[config.mk]
export PLATFORM = sky130hd
export DESIGN_NAME = ad9866_spi_ctrl
export DESIGN_NICKNAME = d
export VERILOG_FILES = /design/src/rtl/ad9866_spi_ctrl.sv
export SDC_FILE = /design/constraint.sdc
export NUM_CORES = 1
export LEC_CHECK = 0
export CORE_MARGIN = 1.5
export CORE_UTILIZATION = 46
export CTS_CLUSTER_SIZE = 8
export DETAILED_ROUTE_END_ITERATION = 16
export GPL_TIMING_DRIVEN = 0
export MAX_ROUTING_LAYER = met4
export PLACE_DENSITY = 0.74
export SYNTH_ARGS = -nofsm -noshare
export SYNTH_HDL_FRONTEND = slang
export SYNTH_SLANG_ARGS = --single-unit
[constraint.sdc]
create_clock -name ad9866spiclk -period 2.7 [get_ports ad9866spiclk]
set_input_delay 0.27 -clock ad9866spiclk [delete_from_list [all_inputs] [get_ports ad9866spiclk]]
set_output_delay 0.27 -clock ad9866spiclk [all_outputs]
set_load 0.01 [all_outputs]
[src/rtl/ad9866_spi_ctrl.sv]
// AD9866 SPI sequencer: chip reset pulse, init table playback, then gain-tracking / host arbitration.
// Define AD9866_SPI_READ_EN to enable host register reads (rw=1 frames sampling ad9866_sdo).
module ad9866_spi_ctrl #(
  parameter int                     CLK_DIV    = 4,
  parameter int                     RST_CYCLES = 64,
  parameter int                     NUM_INIT   = 4,
  parameter logic [NUM_INIT*16-1:0] INIT_TABLE = {16'h0741, 16'h0621, 16'h0481, 16'h0080},
  parameter logic [5:0]             GAIN_ADDR  = 6'h09
) (
  input  logic       ad9866spiclk,
  input  logic       reset,
  input  logic [5:0] gain_in,
  input  logic       req_valid,
  input  logic       req_rw,
  input  logic [5:0] req_addr,
  input  logic [7:0] req_data,
  output logic       req_ready,
  output logic [7:0] rd_data,
  output logic       rd_valid,
  output logic       busy,
  output logic       init_done,
  output logic       ad9866_sclk,
  output logic       ad9866_sdio,
  input  logic       ad9866_sdo,
  output logic       ad9866_sen_n,
  output logic       ad9866_rst_n
);

  typedef enum logic [2:0] {RST_HOLD, RST_WAIT, IDLE, LOAD, SHIFT, GAP} state_e;
  typedef enum logic [1:0] {K_INIT, K_GAIN, K_HOST} kind_e;

  localparam logic [15:0] HALF_LAST = 16'(CLK_DIV - 1);
  localparam logic [15:0] GAP_LAST  = 16'(2 * CLK_DIV - 1);
  localparam logic [15:0] RST_LAST  = 16'(RST_CYCLES - 1);
  localparam logic [3:0]  INIT_LAST = 4'(NUM_INIT - 1);

  state_e      state_q;
  kind_e       kind_q;
  logic [15:0] cnt_q, hcnt_q, sh_q;
  logic [3:0]  bit_q, init_idx_q;
  logic [5:0]  gain_cap_q, last_gain_q;
  logic        gain_vld_q, init_done_q, busy_q, req_ready_q;
  logic        sclk_q, sdio_q, sen_n_q, rst_n_q;

  logic        host_rd, gain_pend, go, in_frame, half_end, bit_rise, frame_end;
  kind_e       sel_kind;
  logic [15:0] sel_frame, init_frame, gain_frame, host_frame;

  assign init_frame = INIT_TABLE[16*int'(init_idx_q) +: 16];
  assign gain_frame = {3'b000, GAIN_ADDR[4:0], 2'b01, gain_in};
  assign host_frame = {host_rd, 2'b00, req_addr[4:0], host_rd ? 8'h00 : req_data};
  assign gain_pend  = (gain_in != last_gain_q) || !gain_vld_q;

  assign in_frame  = (state_q == LOAD) || (state_q == SHIFT);
  assign half_end  = (hcnt_q == HALF_LAST);
  assign bit_rise  = in_frame && half_end && !sclk_q;
  assign frame_end = in_frame && half_end && sclk_q && (bit_q == 4'd0);

  // Fixed priority: init table, then gain tracking, then host (host only after init).
  always_comb begin
    go        = 1'b1;
    sel_kind  = K_INIT;
    sel_frame = init_frame;
    if (!init_done_q) begin
      sel_kind  = K_INIT;
      sel_frame = init_frame;
    end else if (gain_pend) begin
      sel_kind  = K_GAIN;
      sel_frame = gain_frame;
    end else if (req_valid) begin
      sel_kind  = K_HOST;
      sel_frame = host_frame;
    end else begin
      go = 1'b0;
    end
  end

  always_ff @(posedge ad9866spiclk) begin
    if (reset) begin
      state_q     <= RST_HOLD;
      kind_q      <= K_INIT;
      cnt_q       <= '0;
      hcnt_q      <= '0;
      sh_q        <= '0;
      bit_q       <= '0;
      init_idx_q  <= '0;
      gain_cap_q  <= '0;
      last_gain_q <= 6'h3F;
      gain_vld_q  <= 1'b0;
      init_done_q <= 1'b0;
      busy_q      <= 1'b0;
      req_ready_q <= 1'b0;
      sclk_q      <= 1'b0;
      sdio_q      <= 1'b0;
      sen_n_q     <= 1'b1;
      rst_n_q     <= 1'b0;
    end else begin
      req_ready_q <= 1'b0;
      case (state_q)
        RST_HOLD: begin
          if (cnt_q == RST_LAST) begin
            cnt_q   <= '0;
            rst_n_q <= 1'b1;
            state_q <= RST_WAIT;
          end else begin
            cnt_q <= cnt_q + 16'd1;
          end
        end
        RST_WAIT: begin
          if (cnt_q == RST_LAST) begin
            cnt_q   <= '0;
            state_q <= IDLE;
          end else begin
            cnt_q <= cnt_q + 16'd1;
          end
        end
        IDLE: begin
          if (go) begin
            state_q     <= LOAD;
            kind_q      <= sel_kind;
            sh_q        <= sel_frame;
            sdio_q      <= sel_frame[15];
            sen_n_q     <= 1'b0;
            sclk_q      <= 1'b0;
            busy_q      <= 1'b1;
            hcnt_q      <= '0;
            bit_q       <= 4'd15;
            gain_cap_q  <= gain_in;
            req_ready_q <= (sel_kind == K_HOST);
          end
        end
        // LOAD is the first low-half cycle of bit 15, so sen_n is low for exactly 32*CLK_DIV cycles.
        LOAD, SHIFT: begin
          if (state_q == LOAD) state_q <= SHIFT;
          if (half_end) begin
            hcnt_q <= '0;
            if (!sclk_q) begin
              sclk_q <= 1'b1;
            end else begin
              sclk_q <= 1'b0;
              if (bit_q == 4'd0) begin
                state_q <= GAP;
                sen_n_q <= 1'b1;
                sdio_q  <= 1'b0;
                cnt_q   <= '0;
              end else begin
                bit_q  <= bit_q - 4'd1;
                sh_q   <= {sh_q[14:0], 1'b0};
                sdio_q <= sh_q[14];
              end
            end
          end else begin
            hcnt_q <= hcnt_q + 16'd1;
          end
        end
        GAP: begin
          if (cnt_q == GAP_LAST) begin
            state_q <= IDLE;
            busy_q  <= 1'b0;
            if (kind_q == K_INIT) begin
              if (init_idx_q == INIT_LAST) init_done_q <= 1'b1;
              else                         init_idx_q  <= init_idx_q + 4'd1;
            end else if (kind_q == K_GAIN) begin
              last_gain_q <= gain_cap_q;
              gain_vld_q  <= 1'b1;
            end
          end else begin
            cnt_q <= cnt_q + 16'd1;
          end
        end
        default: state_q <= RST_HOLD;
      endcase
    end
  end

`ifdef AD9866_SPI_READ_EN
  logic       rd_q, rd_valid_q;
  logic [7:0] rd_sh_q, rd_data_q;
  logic       unused_addr;

  assign host_rd     = req_rw;
  assign unused_addr = req_addr[5];

  // Read data bits 7..0 are sampled on the sclk rising edge; sdio is already 0 there.
  always_ff @(posedge ad9866spiclk) begin
    if (reset) begin
      rd_q       <= 1'b0;
      rd_sh_q    <= '0;
      rd_data_q  <= '0;
      rd_valid_q <= 1'b0;
    end else begin
      rd_valid_q <= 1'b0;
      if (state_q == IDLE && go) rd_q <= (sel_kind == K_HOST) && host_rd;
      if (bit_rise && rd_q && bit_q <= 4'd7) rd_sh_q <= {rd_sh_q[6:0], ad9866_sdo};
      if (frame_end && rd_q) begin
        rd_data_q  <= rd_sh_q;
        rd_valid_q <= 1'b1;
      end
    end
  end

  assign rd_data  = rd_data_q;
  assign rd_valid = rd_valid_q;
`else
  logic unused_in;
  assign host_rd   = 1'b0;
  assign unused_in = ^{req_rw, ad9866_sdo, req_addr[5], bit_rise, frame_end};
  assign rd_data   = '0;
  assign rd_valid  = 1'b0;
`endif

  assign req_ready    = req_ready_q;
  assign busy         = busy_q;
  assign init_done    = init_done_q;
  assign ad9866_sclk  = sclk_q;
  assign ad9866_sdio  = sdio_q;
  assign ad9866_sen_n = sen_n_q;
  assign ad9866_rst_n = rst_n_q;

endmodule
# Yosys cells after proc, flatten, opt, wreduce, memory -nomap -nowiden
# Index checks and enable logic that the tools add are counted.
# classes
n_addsub,4
n_mul,0
n_eq_ne,21
n_reduce_logical,24
div_mod_pow,0
n_shift,1
n_mux,53
n_lt_le_gt_ge,0
bitwise_logic,4
# op_table
cell,n
16-bit two-way mux,10
64-bit by 9-bit indexed part select with 16-bit output (first input constant),1
15-bit two-way mux,4
16-bit case mux with 3 select lines,1
16-bit by 1-bit adder with 16-bit output (second input constant),2
16-bit case mux with 2 select lines,1
15-bit case mux with 2 select lines,1
3-bit two-way mux,8
4-bit AND reduction,5
2-bit != test (second input constant),9
16-bit by 2-bit equality test with 1-bit output (second input constant),1
16-bit by 3-bit equality test with 1-bit output (second input constant),1
16-bit by 6-bit equality test with 1-bit output (second input constant),1
4-bit two-way mux,4
1-bit two-way mux,15
3-bit case mux with 5 select lines,1
5-bit AND reduction,3
1-bit case mux with 2 select lines,4
4-bit case mux with 2 select lines,1
3-bit by 2-bit equality test with 1-bit output (second input constant),2
3-bit equality test (second input constant),2
2-bit two-way mux,3
6-bit != test,1
2-bit AND reduction,3
other kinds (17),23
# totals
mem_bits_rw,0
mem_count,0
input_bits,25
romBits,0
out_inout_bits,16
regBits,80
latchBits,0

# Logic depth before layout (Yosys ltp)
# Gate-level depths: netlist of run 1.
# depth
word_depth,6
depth_mapped,9

# Worst setup path after synthesis of run 1
# Ideal clock, no wire load.
# synth_timing
kind,register -> register
startpoint,register hcnt_q[0]
endpoint,register cnt_q[15]
arrival_ns,2.028
path_buffers,2
period_less_slack_ns,2.098
t_required_ns,2.629
stages_incl_launch_ff,10
setup_time_ns,0.071
setup_slack_ns,0.602
cell_sequence,dfxtp_1 > ha_1 > nor4b_4 > and4_1 > buf_6 > o211ai_4 > and2_1 > buf_6 > or4_1 > a21oi_1
# synth_via
elab_chain_cells,3
# synth_lines
item,line_no,text
start: declaration,39,"logic [15:0] cnt_q, hcnt_q, sh_q;"
start signal: assignment,153,hcnt_q <= hcnt_q + 16'd1;
16-bit by 2-bit equality test with 1-bit output,55,assign half_end = (hcnt_q == HALF_LAST);
2-bit != test (no line),n/a,
5-bit AND reduction (no line),n/a,
end signal: assignment,106,cnt_q <= cnt_q + 16'd1;
end signal: assignment,114,cnt_q <= cnt_q + 16'd1;
end signal: assignment,168,cnt_q <= cnt_q + 16'd1;
end: declaration,39,
# Every way passes these cells.
# A chain may end at the register's enable or synchronous reset.

# Worst setup path in the final report of run 1
# layout_timing
startpoint,input port gain_in[5]
endpoint,register sh_q[10]
# layout_via
elab_chain_cells,6
word_cells_on_any_way,10
# layout_lines
item,line_no,text
start: declaration,12,"input logic [5:0] gain_in,"
6-bit != test (*),52,assign gain_pend = (gain_in != last_gain_q) || !gain_vld_q;
1-bit logical OR (*),52,
1-bit two-way mux / 16-bit two-way mux (equally long branches),67,end else if (gain_pend) begin
1-bit two-way mux / 16-bit two-way mux (equally long branches),64,if (!init_done_q) begin
2-bit != test (no line) / 15-bit two-way mux (equally long branches),n/a,
5-bit AND reduction (no line) / 15-bit case mux with 2 select lines (equally long branches),n/a,
end signal: assignment,121,sh_q <= sel_frame;
end signal: assignment,148,"sh_q <= {sh_q[14:0], 1'b0};"
end: declaration,39,
# Mark *: on every way between the ends. The rest lies on a longest branch, timed or not. The select of a mux whose other input is x is not followed.

==> metrics.cfg, run 1 <==
[outcome]
outcome=complete, no violations

[layout]
nNetsFinal=611
drive_gt1_share_pct=8.38
syn2layout_area_growth_pct=15.3
stdcell_count=696
final_core_util_pct=54.1
diodes=0

[clock_network]
clk_pin_slew_ps=80
cts_hold_buf=0
clk_latency_ps=350
cts_max_path_buffers=2
cts_num_sinks=80
cts_made_buffers=9
cts_root_buf=clkbuf_8
tritoncts=built
htreeDepth=3

[worst_setup_path]
criticalPathCategory=input port to register
cp-end-kind=register
crit_family=simple AND/OR/NAND/NOR gates
crit_slowest_cell=clkdlybuf4s50_1
rr_startpoint=state_q[1]
path_cells=clkdlybuf4s50_1 -> xnor2_1 -> nand3_1 -> nor4_4 -> o21ai_1 -> and2_1 -> clkbuf_1 -> o221a_2
reg2reg_depth=7
r2r_setup_slack_ps=270
worstPathArrival_ps=2790
start_kind=input port
r2r-end=sh_q[3]
worst-path-buf-inv=2
required_ps=2940
path_max_fanout=9
crit_cells=8
critPathMaxStageDelay_ps=580

[detailed_routing]
wirelength_um=10900
post_drt_wl_per_cell_um=15.7
drc=0
vias=4142
firstDrtPassIters=5
drtIter0Drc=323
via_per_inst=5.95
ant_nets=0

[logic_synthesis]
syn_area_per_cell_um2=8.04
async_reset_ff_share_pct=0
ys_top_cells_by_area=dfxtp_1 37%, a21oi_1 7.5%, nand2_1 5.1%, nor2_1 4.8%, xnor2_1 3.7%
syn-instance-count=534
synth_cell_types=62
synth_top_cells_by_count=80 x dfxtp_1, 64 x a21oi_1, 58 x nand2_1
synth_top_area_share_pct=37.3
netlist_area_um2=4300
yosysTopAreaCell=dfxtp_1
synth_most_common_cell=dfxtp_1
ys_ff_latch=80
yosysWarnings=0
synth_edf_count=0
seq_area_frac_synth_pct=37.3
ys.flop_type=dfxtp_1

[hold_path]
hold_path_depth=2
hp-class=register to register
min_from=gain_cap_q[4]
hold_end=gain_cap_q[4]

[sta]
fin_crit_ps=2540
fin_skew_ps=10.2
setup_slack_ps=157
min_period_over_period_pct=94.2
worstMarginPinSlew_ps=868
holdWs_ps=462
slew_viol_final=0
rsz0062_at_grt=no
finalSetupViolCount=0
max_freq_ghz=0.393
hold_viol_final=0
maxSlewHeadroom_pct=41.7

[floorplanning]
core_area_um2=9150
start_util_pct=46.9
ioPinCount=41
rows=35
dieHeight_um=99.6
die_w_um=99.6
die_area_um2=9930

[placed_design]
dpl.hpwl_um=7960
port_buffers=27
dp_cells=680
dpl_worst_slack_ps=-189
gp_congestion=0.955

[power]
p_leak_uw=0.00166
irDropWorstVdd_mv=0.300
p_total_uw=2190
netSwitchingPower_uw=493
powerDensity_nw_per_um2=443
seqPwrFrac_pct=54.1
clkPwrFrac_pct=40.8
combPwrFrac_pct=5.1
p_int_uw=1700
swShare_pct=22.5

[global_routing]
grt_pass1_wl_um=18100
grt_max_degree=13
grtUsageTotal_pct=23.2
grt_remaining_overflow=0
grt_antenna_before_repair=0
grt_pass1_vias=3875

[job]
cap_viol_max_count=0

==> layout make-up <==
type                    instances  area [um^2]
plain buffers                  41          215
clock buffers                  11          151
clock inverters                 3         42.5
fillers                       865         4200
inverters                       9         33.8
multi-input cells             412         2480
flip-flops and latches         80         1600
well taps                     111          139
repair buffers                 29          285
==> worst max path at each step <==
stage | from | to
2_1_floorplan | hcnt_q[0] | cnt_q[15]
3_3_place_gp | gain_in[4] | sh_q[10]
3_5_place_dp | gain_in[5] | sh_q[10]
4_1_cts | state_q[2] | sh_q[7]
5_1_grt | gain_in[5] | hcnt_q[5]
6_report | gain_in[5] | sh_q[10]
==> registers in the layout, summed over array words and instances (netlist names), 3 cells and up <==
name / count
gain_cap_q: 6
state_q: 3
last_gain_q: 6
cnt_q: 16
sh_q: 15
hcnt_q: 16
init_idx_q: 4
bit_q: 4
==> what timing repair did <==
item | 4_1_cts | 5_1_grt
hold endpoints to repair | 0 | 0
setup buffers | 0 | 2
endpoints found under the setup margin | 0 | 17
resized for setup | 0 | 2
==> layout by cell type (no fill, tap or decap), types with 3 or more instances in the layout <==
cell,netlist,routed
o21ai_0,28,28
buf_2,4,4
a21oi_1,64,63
clkbuf_8,0,11
conb_1,1,9
a211oi_1,6,6
nand3_1,20,20
nand4_1,10,10
mux2i_1,11,11
ha_1,4,4
o22ai_1,3,3
buf_6,3,3
or3_1,7,7
buf_4,9,11
and2_1,4,4
dfxtp_1,80,80
inv_1,8,8
nor4_1,8,8
or2_2,3,3
xnor2_1,18,18
o31ai_1,3,3
and3_1,10,10
nor2_1,55,55
o211a_1,4,4
nand2_1,58,58
nand2b_1,4,4
nor3_1,16,16
clkbuf_1,25,25
a21boi_0,3,3
clkdlybuf4s50_1,0,27
a31oi_1,9,9
a311oi_1,10,10
==> layer usage <==
layer | track usage, % | share of wire, % | vias up | wire length [um]
met1 | 30.4 | 46 | 1968 | 5060
met4 | 6.61 | 1.6 | 0 | 174
met2 | 37.6 | 47 | 142 | 5090
li1 | - | - | 2011 | -
met3 | 3.09 | 5.3 | 21 | 574
met5 | - | 0 | - | 0
==> kinds of logic after synthesis <==
| family | count (synthesis) | synth area share (%) |
|---|---|---|
| AND/OR/NAND/NOR | 219 | 27.2 |
| AO/OA/AOI/OAI | 149 | 21.8 |
| flip-flops | 80 | 37.3 |
| buffers and inverters | 50 | 5.80 |
| XOR/XNOR | 20 | 4.08 |
| multiplexers | 11 | 2.56 |
| adder cells (fa/ha/maj) | 4 | 1.17 |
| other | 1 | 0.0873 |
==> power groups by stage <==
stage                     clock [uW]  sequential, uW  combinational (uW)
after global routing             956            1190                 121
final                            895            1190                 112
after global placement             0            1210                 108
after detailed placement           0            1210                 110
after floorplan                    0            1210                57.9
after CTS                        909            1190                 110
==> per-stage QoR <==
| stage | instance area (um^2) | setup TNS (ps) |
|---|---|---|
| floorplan | 4330 | 0 |
| global placement | 4730 | -657 |
| detailed placement | 4730 | -1650 |
| CTS | 4930 | 0 |
| global route | 4950 | 0 |
| finish | 4950 | 0 |
==> worst register-to-register path, cell delays in order, from the launching register on <==
cell and delay (ps):
dfxtp_1 360, nor3b_1 440, nand2b_1 310, nand2_1 140
o21ai_1 260, clkbuf_1 420, a21oi_1 120, nor4_1 290
No activity file was read; power rests on OpenSTA's default activity.
==> run 2: changes to the inputs <==
- CELL_PAD_IN_SITES_DETAIL_PLACEMENT: unset -> 1
- CELL_PAD_IN_SITES_GLOBAL_PLACEMENT: unset -> 1
- CORE_UTILIZATION: 46 -> 43
- GPL_ROUTABILITY_DRIVEN: unset -> 1
- PLACE_DENSITY: 0.74 -> 0.88
==> run 2 against run 1 <==
Flip-flop and latch count stayed put. Utilization is 2.3 points lower. Largest cell class unchanged. Non-clock buffer count is 5 higher. Critical path type is now register to register. Critical endpoint is now cnt_q[15]. Sequential share of layout area is 0.57 points lower. Hold slack better by 5.6 ps. Register-to-register slack worse by 80 ps. Power is 5.6% higher.
==> metrics.cfg, run 2 (synthesized netlist as in run 1, its figures left out) <==
[power]
clkPwrFrac_pct=43.7  ; was 40.8%
combPwrFrac_pct=5.1  ; about the same
irDropWorstVdd_mv=0.409  ; was 0.300 mV
swShare_pct=23.1  ; was 22.5%
p_int_uw=1780  ; was 1700 uW
powerDensity_nw_per_um2=460  ; was 443 nW/um^2
netSwitchingPower_uw=535  ; was 493 uW
seqPwrFrac_pct=51.2  ; was 54.1%
p_leak_uw=0.00169  ; was 0.00166 uW

[placed_design]
dpl_worst_slack_ps=-274  ; was -189 ps
dpl.hpwl_um=9430  ; was 7960 um
gp_congestion=0.861  ; was 0.955
port_buffers=27  ; unchanged

[clock_network]
cts_made_buffers=9  ; unchanged
cts_max_path_buffers=2  ; unchanged
htreeDepth=3  ; unchanged
cts_hold_buf=0  ; unchanged
clk_pin_slew_ps=90  ; was 80 ps
clk_latency_ps=370  ; was 350 ps
cts_root_buf=clkbuf_8  ; unchanged
tritoncts=built  ; unchanged
cts_num_sinks=80  ; unchanged

[layout]
drive_gt1_share_pct=9.12  ; was 8.38%
top_regs=cnt_q (16), hcnt_q (16), sh_q (15)  ; unchanged
mostFrequentLayoutCells=80 x dfxtp_1, 64 x a21oi_1, 58 x nand2_1, 55 x nor2_1, 28 x o21ai_0  ; was 80 x dfxtp_1, 63 x a21oi_1, 58 x nand2_1, 55 x nor2_1, 28 x o21ai_0
syn2layout_area_growth_pct=17.3  ; was 15.3%
nNetsFinal=616  ; was 611
final_common_cell=dfxtp_1  ; unchanged
diodes=0  ; unchanged

[detailed_routing]
ant_nets=0  ; unchanged
firstDrtPassIters=4  ; was 5
vias=4185  ; was 4142
drtIter0Drc=155  ; was 323
post_drt_wl_per_cell_um=18.1  ; was 15.7 um
wirelength_um=13100  ; was 10900 um
via_per_inst=5.77  ; was 5.95
drc=0  ; unchanged

[floorplanning]
core_area_um2=9730  ; was 9150 um^2
die_w_um=103  ; was 99.6 um
dieHeight_um=103  ; was 99.6 um
ioPinCount=41  ; unchanged
rows=36  ; was 35
start_util_pct=44.1  ; was 46.9%
die_area_um2=10600  ; was 9930 um^2

[worst_setup_path]
required_ps=2990  ; was 2940 ps
reg2reg_depth=9  ; was 7
worstPathArrival_ps=2800  ; was 2790 ps
r2r-end=cnt_q[15]  ; was sh_q[3]
r2r_setup_slack_ps=190  ; was 270 ps
rr_startpoint=hcnt_q[0]  ; was state_q[1]
cp-startpoint=hcnt_q[0]  ; was gain_in[5]
path_max_fanout=10  ; was 9
start_kind=register  ; was input port
cp-end-kind=register  ; unchanged
criticalPathCategory=register to register  ; was input port to register

[job]
cap_viol_max_count=0  ; unchanged

[hold_path]
hp-class=register to register  ; unchanged
hold_end=ad9866_sdio  ; was gain_cap_q[4]
min_from=ad9866_sdio  ; was gain_cap_q[4]
hold_path_depth=2  ; unchanged

[sta]
hold_viol_final=0  ; unchanged
max_freq_ghz=0.398  ; was 0.393 GHz
setup_slack_ps=189  ; was 157 ps
rsz0062_at_grt=no  ; unchanged
setup_tns_ps=0  ; unchanged
fin_crit_ps=2510  ; was 2540 ps
worstMarginPinSlew_ps=874  ; was 868 ps
min_period_over_period_pct=93.0  ; was 94.2%
holdWs_ps=467  ; was 462 ps
fin_skew_ps=9.41  ; was 10.2 ps
maxSlewHeadroom_pct=41.5  ; was 41.7%
finalSetupViolCount=0  ; unchanged
slew_viol_final=0  ; unchanged

[global_routing]
grtUsageTotal_pct=26.6  ; was 23.2%
grt_remaining_overflow=0  ; unchanged
grt_pass1_vias=4185  ; was 3875
grt_max_degree=14  ; was 13
grt_pass1_wl_um=21200  ; was 18100 um
grt_antenna_before_repair=0  ; unchanged

[outcome]
outcome=complete, no violations  ; unchanged

## run 2: cell count changes in the layout (fill, tap and decap cells not counted)
cell | before | now
a21oi_1 | 63 | 64
buf_4 | 11 | 16
clkbuf_8 | 11 | 10
bufinv_16 | 1 | 2
a21oi_2 | 1 | 0
clkbuf_1 | 25 | 26
clkinvlp_4 | 1 | 2
## run 2: critical path: stages, from the launching register on
cell and delay, ps:
dfxtp_1 380, ha_1 250, nor4b_4 280, and4_1 270
buf_6 150, o211ai_4 90, and2_1 160, buf_6 140
or4_1 520, a21oi_1 210
## run 2: power groups by stage
stage	logic [uW]	clock network, uW	registers [uW]
4_1_cts	115	1020	1190
6_report	117	1010	1190
5_1_grt	128	1070	1190
3_3_place_gp	110	0	1210
2_1_floorplan	57.9	0	1210
3_5_place_dp	114	0	1220
## run 2: worst max path at each step
stage | endpoint | slack [ps] | cells past startpoint
after floorplan | cnt_q[15] | 600 | 9
after global placement | sh_q[10] | -210 | 8
after detailed placement | sh_q[10] | -270 | 8
after CTS | sh_q[10] | 90 | 8
after global routing | cnt_q[3] | 40 | 8
final | cnt_q[15] | 190 | 9
## run 2: repair_timing
action | CTS | global route
resized for setup | 1 | 0
cloned | 0 | 0
hold endpoints to repair | 0 | 0
setup endpoints to repair | 3 | 16
setup buffers | 0 | 7
pin swaps | 0 | 3
## run 2: metrics by stage
stage | total power (uW) | std cells | cell area [um^2] | utilization, %
2_1_floorplan | 1270 | 542 | 4330 | -
3_3_place_gp | 1330 | 702 | 4760 | 48.9
3_5_place_dp | 1330 | 702 | 4760 | 48.9
4_1_cts | 2320 | 718 | 4990 | 51.3
5_1_grt | 2390 | 725 | 5040 | 51.8
6_report | 2320 | 725 | 5040 | 51.8
## run 2: layer usage
layer / wire length (um) / up-vias / GRT usage, %
li1: - / 2019 / -
met1: 5840 / 2092 / 31.8
met2: 6720 / 61 / 46.8
met3: 404 / 13 / 4.75
met4: 150 / 0 / 5.61
met5: 0 / - / -
## run 2: area by class of cell
| type | count | area, um^2 |
|---|---|---|
| buffer | 41 | 215 |
| clock buffer | 11 | 141 |
| clock inverter | 5 | 80.1 |
| fill | 1221 | 4690 |
| inverter | 9 | 33.8 |
| multi-input combinational | 412 | 2480 |
| sequential | 80 | 1600 |
| tap | 133 | 166 |
| timing repair buffer | 34 | 323 |
